File: config.mk
export PLATFORM = sky130hd
export DESIGN_NAME = imem_loader
export DESIGN_NICKNAME = d
export VERILOG_FILES = /design/src/rtl/imem_loader_pkg.sv /design/src/rtl/imem_word_assembler.sv /design/src/rtl/imem_loader.sv
export SDC_FILE = /design/constraint.sdc
export NUM_CORES = 1
export LEC_CHECK = 0
export CAP_MARGIN = 10
export CORE_MARGIN = 5
export CORE_UTILIZATION = 50
export CTS_BUF_LIST = sky130_fd_sc_hd__clkbuf_2 sky130_fd_sc_hd__clkbuf_4 sky130_fd_sc_hd__clkbuf_8
export CTS_CLUSTER_SIZE = 30
export DETAILED_ROUTE_END_ITERATION = 8
export PLACE_DENSITY = 0.77
export SYNTH_ARGS = -nofsm -noshare
export SYNTH_HDL_FRONTEND = slang
export SYNTH_SLANG_ARGS = --single-unit
export TNS_END_PERCENT = 100
File: constraint.sdc
create_clock -name clk -period 3.7 [get_ports clk]
set_input_delay 0.74 -clock clk [delete_from_list [all_inputs] [get_ports clk]]
set_output_delay 0.74 -clock clk [all_outputs]
set_load 0.05 [all_outputs]
File: src/rtl/imem_loader_pkg.sv
// Shared types and helpers for the instruction-memory byte-stream loader.
// Combinational only; no latency or backpressure of its own.
// Holds the FSM state encoding, default sync byte and bytes-per-word derivation.
package imem_loader_pkg;

   typedef enum logic [2:0] {
      ST_IDLE,
      ST_ADR_LO,
      ST_ADR_HI,
      ST_COUNT,
      ST_DATA,
      ST_WRITE,
      ST_CHECK,
      ST_DONE
   } state_t;

   localparam logic [7:0] SYNC_BYTE = 8'hA5;

   function automatic int bytes_per_word(input int w);
      return (w + 7) / 8;
   endfunction

endpackage

File: src/rtl/imem_word_assembler.sv
// Deserialises LSB-first bytes into a W-bit word; bits beyond W in the last byte drop.
// word_done is combinational with the last byte; word_dat updates on that same edge.
// No backpressure: the caller only asserts byte_vld for bytes it has accepted.
module imem_word_assembler
   import imem_loader_pkg::*;
#(
   parameter int W = 46
) (
   input  logic         clk,
   input  logic         reset,
   input  logic         clear,
   input  logic         byte_vld,
   input  logic [7:0]   byte_dat,
   output logic         word_done,
   output logic [W-1:0] word_dat
);

   localparam int B  = bytes_per_word(W);
   localparam int IW = (B > 1) ? $clog2(B) : 1;

   logic [IW-1:0] idx_q;
   logic [W-1:0]  sreg_q;
   logic [W-1:0]  sreg_nxt;
   logic [W-1:0]  slot_mask;
   logic [W-1:0]  slot_dat;

   assign word_done = byte_vld && (idx_q == IW'(B - 1));

   // Slot insert by shifting in W bits, so the top byte truncates naturally.
   always_comb begin
      slot_mask = W'(8'hFF) << {idx_q, 3'b000};
      slot_dat  = W'(byte_dat) << {idx_q, 3'b000};
      sreg_nxt  = (sreg_q & ~slot_mask) | slot_dat;
   end

   always_ff @(posedge clk or negedge reset) begin
      if (!reset) begin
         idx_q    <= '0;
         sreg_q   <= '0;
         word_dat <= '0;
      end else if (clear) begin
         idx_q <= '0;
      end else if (byte_vld) begin
         sreg_q <= sreg_nxt;
         if (word_done) begin
            idx_q    <= '0;
            word_dat <= sreg_nxt;
         end else begin
            idx_q <= idx_q + 1'b1;
         end
      end
   end

endmodule

File: src/rtl/imem_loader.sv
// Framed byte-stream loader that writes W-bit words into the PAT instruction buffer.
// Write strobe follows the last byte of each word by one cycle; done pulses after CHK.
// in_ready drops only during the WRITE and DONE cycles; in_valid may stall indefinitely.
module imem_loader
   import imem_loader_pkg::*;
#(
   parameter int         d_width       = 8,
   parameter int         i_adr_width   = 10,
   parameter int         i_width       = 23,
   parameter int         i_buffer_size = 2,
   parameter logic [7:0] SYNC          = SYNC_BYTE
) (
   input  logic                               clk,
   input  logic                               reset,
   input  logic [d_width-1:0]                 in_data,
   input  logic                               in_valid,
   output logic                               in_ready,
   output logic [i_adr_width-1:0]             imem_write_adr,
   output logic                               imem_write,
   output logic [i_buffer_size*i_width-1:0]   imem_in,
   output logic                               pat_hold,
   output logic                               load_done,
   output logic                               load_error
);

   localparam int W = i_buffer_size * i_width;

   state_t                   state_q;
   state_t                   state_nxt;
   logic                     accept;
   logic [7:0]               adr_lo_q;
   logic [7:0]               csum_q;
   logic [i_adr_width-1:0]   adr_q;
   logic [8:0]               cnt_q;
   logic                     asm_clear;
   logic                     asm_vld;
   logic                     word_done;

   assign in_ready  = (state_q != ST_WRITE) && (state_q != ST_DONE);
   assign accept    = in_valid && in_ready;
   assign asm_clear = (state_q == ST_COUNT) && accept;
   assign asm_vld   = (state_q == ST_DATA) && accept;

   assign imem_write = (state_q == ST_WRITE);
   assign pat_hold   = (state_q != ST_IDLE);
   assign load_done  = (state_q == ST_DONE);

   imem_word_assembler #(
      .W (W)
   ) u_asm (
      .clk       (clk),
      .reset     (reset),
      .clear     (asm_clear),
      .byte_vld  (asm_vld),
      .byte_dat  (in_data),
      .word_done (word_done),
      .word_dat  (imem_in)
   );

   always_comb begin
      state_nxt = state_q;
      case (state_q)
         ST_IDLE:   if (accept && (in_data == SYNC)) state_nxt = ST_ADR_LO;
         ST_ADR_LO: if (accept) state_nxt = ST_ADR_HI;
         ST_ADR_HI: if (accept) state_nxt = ST_COUNT;
         ST_COUNT:  if (accept) state_nxt = ST_DATA;
         ST_DATA:   if (word_done) state_nxt = ST_WRITE;
         ST_WRITE:  state_nxt = (cnt_q == 9'd1) ? ST_CHECK : ST_DATA;
         ST_CHECK:  if (accept) state_nxt = ST_DONE;
         ST_DONE:   state_nxt = ST_IDLE;
         default:   state_nxt = ST_IDLE;
      endcase
   end

   always_ff @(posedge clk or negedge reset) begin
      if (!reset) begin
         state_q        <= ST_IDLE;
         adr_lo_q       <= '0;
         adr_q          <= '0;
         cnt_q          <= '0;
         csum_q         <= '0;
         imem_write_adr <= '0;
         load_error     <= 1'b0;
      end else begin
         state_q <= state_nxt;
         case (state_q)
            ST_IDLE: begin
               if (accept && (in_data == SYNC)) begin
                  csum_q     <= '0;
                  load_error <= 1'b0;
               end
            end
            ST_ADR_LO: begin
               if (accept) begin
                  adr_lo_q <= in_data;
                  csum_q   <= csum_q ^ in_data;
               end
            end
            ST_ADR_HI: begin
               if (accept) begin
                  adr_q  <= i_adr_width'({in_data, adr_lo_q});
                  csum_q <= csum_q ^ in_data;
               end
            end
            ST_COUNT: begin
               if (accept) begin
                  // A count byte of zero encodes the full 256-word load.
                  cnt_q  <= (in_data == 8'd0) ? 9'd256 : {1'b0, in_data};
                  csum_q <= csum_q ^ in_data;
               end
            end
            ST_DATA: begin
               if (accept) csum_q <= csum_q ^ in_data;
               if (word_done) imem_write_adr <= adr_q;
            end
            ST_WRITE: begin
               adr_q <= adr_q + 1'b1;
               cnt_q <= cnt_q - 9'd1;
            end
            ST_CHECK: begin
               if (accept && (in_data != csum_q)) load_error <= 1'b1;
            end
            default: ;
         endcase
      end
   end

endmodule

==> key figures <==
Final layout
  – Fillers: 988
  – Sequential cell area: 3450 um2
  – Most frequent cells in the layout: nand2_1, dfrtp_1, clkdlybuf4s50_1, nor2_1, nand3_1
  – Non-filler cells in the finished layout: around 820
  – # diodes: 0
  – Final #Nets: 676
  – Most common cell after layout, fill and taps aside: nand2_1
  – P&R area growth vs syn: 20.6%
  – Ratio of cells with drive above 1 in the final layout: 0.0928
  – Final Util: 0.608
  – Area of the multi-input gates: 2360 um2

Routing
  – Met2 WL: between 6000 and 7000 um
  – Vias: 4642
  – Max Used Layer: met4
  – First-iteration detailed-routing DRC count: around 340
  – Final ANT Viol Nets: 0
  – # DRC: 0
  – Met1 wire length: 5980 um
  – Met3 WL: 727 um
  – Drt first pass iters: 4
  – Routed len/inst: 16.5 um
  – Total Wirelength: 13500 um
  – Via density: 5.70

Synth
  – Register bit count reported by yosys: 138
  – Largest family of logic cells by synthesized area: simple AND/OR/NAND/NOR gates
  – Main area contributors after synthesis: dfrtp_1, nand2_1, a22o_1
  – Fraction of the mapped netlist area in adder cells: 0.0167
  – Library cells used by synthesis: 51
  – Leading area contributor after synthesis: dfrtp_1
  – Gate count after technology mapping: 591
  – Yosys synthesis warning count: 0
  – Ys flop type: dfrtp_1
  – Syn Area/Cell: about 10 um2
  – Xor-xnor portion of the synthesized cell area: 0.0117
  – Register area share after synthesis: 0.575
  – Ys async rst share: 1.00
  – Number of flops mapped to enable cells by yosys: 0
  – Synth Area in Compound Gates: 0.129
  – Syn Std Cell Area: 6000 um2
  – Share of the synthesized area in the top cell type: 0.575
  – Mux contribution to synthesized area: 0.0150
  – Area share of and/or/nand/nor cells after synthesis: 0.221
  – Syn_nets: roughly 600

Power
  – Sw frac: 0.409
  – Clock power share: 0.200
  – Leakage: 0.00332 uW
  – Pwr per Cell Area: 838 nW/um2
  – P_int: 3590 uW
  – Logic gate share of total power: 0.397
  – Switch Pwr: 2480 uW
  – Maximum VDD drop: 0.354 mV
  – Tot Pwr: 6070 uW
  – Reg power frac: 0.404

GRT
  – Initial antenna violation count: 0
  – Gr usage total: 0.199
  – Vias in the first global route: 4658
  – GR Overflow Total: 0
  – First-pass GRT wire length: 22600 um
  – Pin count of the biggest net entering global routing: 61

Timing
  – RSZ-0062 raised after global routing: false
  – Worst-margin pin slew: around 0.7 ns
  – Setup TNS: 0 ns
  – Final min period: 3.21 ns
  – Highest Clock Rate: 312 MHz
  – Endpoints failing setup: 0
  – Skew final: 0.00819 ns
  – Final Max Tran Viols: 0
  – Crit share post-route: 0.866
  – Slack of the critical path: 0.495 ns
  – Slew headroom: 0.519
  – Endpoints failing hold: 0

CTS
  – Clk slew on worst S/H paths: 0.07 ns
  – Skew-Pair Late Insertion Delay: 0.45 ns
  – Num CTS Buffers: 17
  – Setup repair bufs after CTS: 0
  – H-Tree Depth: 4
  – CTS Hold Bufs: 0
  – Clk root buf: clkbuf_8
  – CTS tree: built
  – Sink Count: 138
  – Clock tree buffer depth: 2
  – Post-cts sizing count: 0

Critical path
  – Crit Path Max Fanout: 17
  – Data arrival time of the worst path: 2.47 ns
  – Critical path type: reg2out
  – CP required: between 2 and 3 ns
  – Startpoint types: register
  – CP Capture Type: output port

Die
  – Die Wd: 120 um
  – Cell Rows: 40
  – Die footprint: 14300 um2
  – Core footprint: around 12000 um2
  – Height of the die: 120 um
  – I/O pin count: 72
  – Starting density of the core: 0.504

Placed design
  – GPL Wtd Cong: 0.838
  – HPWL after detailed placement: around 9200 um
  – DP Worst Slack: 0.832 ns
  – Cells after DPL: 785
  – PortBufs: 71

Worst hold path
  – Hold Crit Class: in2async

Outcome
  – Status: complete, no violations

Flow run
  – Max-Cap Viols: 0
-- logic make-up after synthesis --
family / after synthesis
muxes: 8
xor gates and xnor gates: 8
adders and majority gates: 8
DFF: 138
buffers and inverters: 44
AOI/OAI and AO/OA: 103
and+or+nand+nor: 282
-- state kept, by name, summed over array words and instances (netlist names) --
name            cells
adr_q              10
csum_q              8
u_asm.word_dat     46
adr_lo_q            8
load_error          1
cnt_q               9
u_asm.idx_q         3
state_q             3
u_asm.sreg_q       40
imem_write_adr     10
-- per-layer routing --
metal  vias up  track usage
met5         -            0
met4         0       0.0816
met3        23       0.0452
met2       117        0.321
met1      2287        0.261
li1       2215            -
-- critical path, cell delays in order (launching register included) --
cell and delay (ns):
dfrtp_1 0.54, nand3b_1 0.24, buf_4 0.21, inv_2 0.18, clkdlybuf4s50_1 0.84
-- layout make-up --
class | count | share of cell area
Sequential cell | 138 | 0.477
Multi-Input combinational cell | 409 | 0.326
Timing Repair Buffer | 84 | 0.113
Clock buffer | 23 | 0.0420
Tap cell | 147 | 0.0254
Clock inverter | 7 | 0.0126
Inverter | 7 | 0.00363
-- worst paths after layout --
path / startpoint / endpoint / slack [ns] / depth (start not counted)
setup / recovery: state_q[1] / imem_write / 0.49 / 4
setup reg to reg: state_q[0] / u_asm.word_dat[27] / 1.57 / 5
min in group clk: u_asm.word_dat[30] / u_asm.word_dat[30] / 0.47 / 2
max in group asynchronous: reset / imem_write_adr[4] / 2.55 / 2
hold / removal: reset / u_asm.word_dat[28] / 0.34 / 1
hold reg to reg: u_asm.word_dat[30] / u_asm.word_dat[30] / 0.47 / 2
-- cell usage after synthesis, types with 2 or more instances --
master	number
nand2_1	143
dfrtp_1	138
nor2_1	44
nand3_1	40
a22o_1	36
o21ai_0	22
buf_2	19
clkbuf_1	17
nand4_1	11
nand3b_1	9
a21oi_1	8
a221oi_1	8
ha_1	8
mux2_2	8
xnor2_1	8
nor3_1	7
a211oi_1	5
inv_1	5
nor4_1	5
o2bb2ai_1	4
a221o_1	3
o211ai_1	3
or3_1	3
a311oi_1	2
and3_1	2
and4b_1	2
inv_2	2
nand4bb_1	2
nor3_2	2
nor3_4	2
o21a_1	2
o32ai_1	2
-- power groups by stage --
stage	sequential (uW)	clock, uW	combinational [uW]
floorplan	3220	0	851
global placement	2450	0	2370
detailed placement	2470	0	2430
CTS	2450	1240	2430
global route	2520	1310	2580
finish	2450	1210	2410
-- stage by stage --
step                      instance area (um2)  hold slack (ns)
after floorplan                          6000            0.437
after global placement                   6840            0.453
after detailed placement                 6840            0.458
after CTS                                7240            0.352
after global routing                     7240            0.395
final                                    7240            0.341
Power figures use the tool's default switching activity.
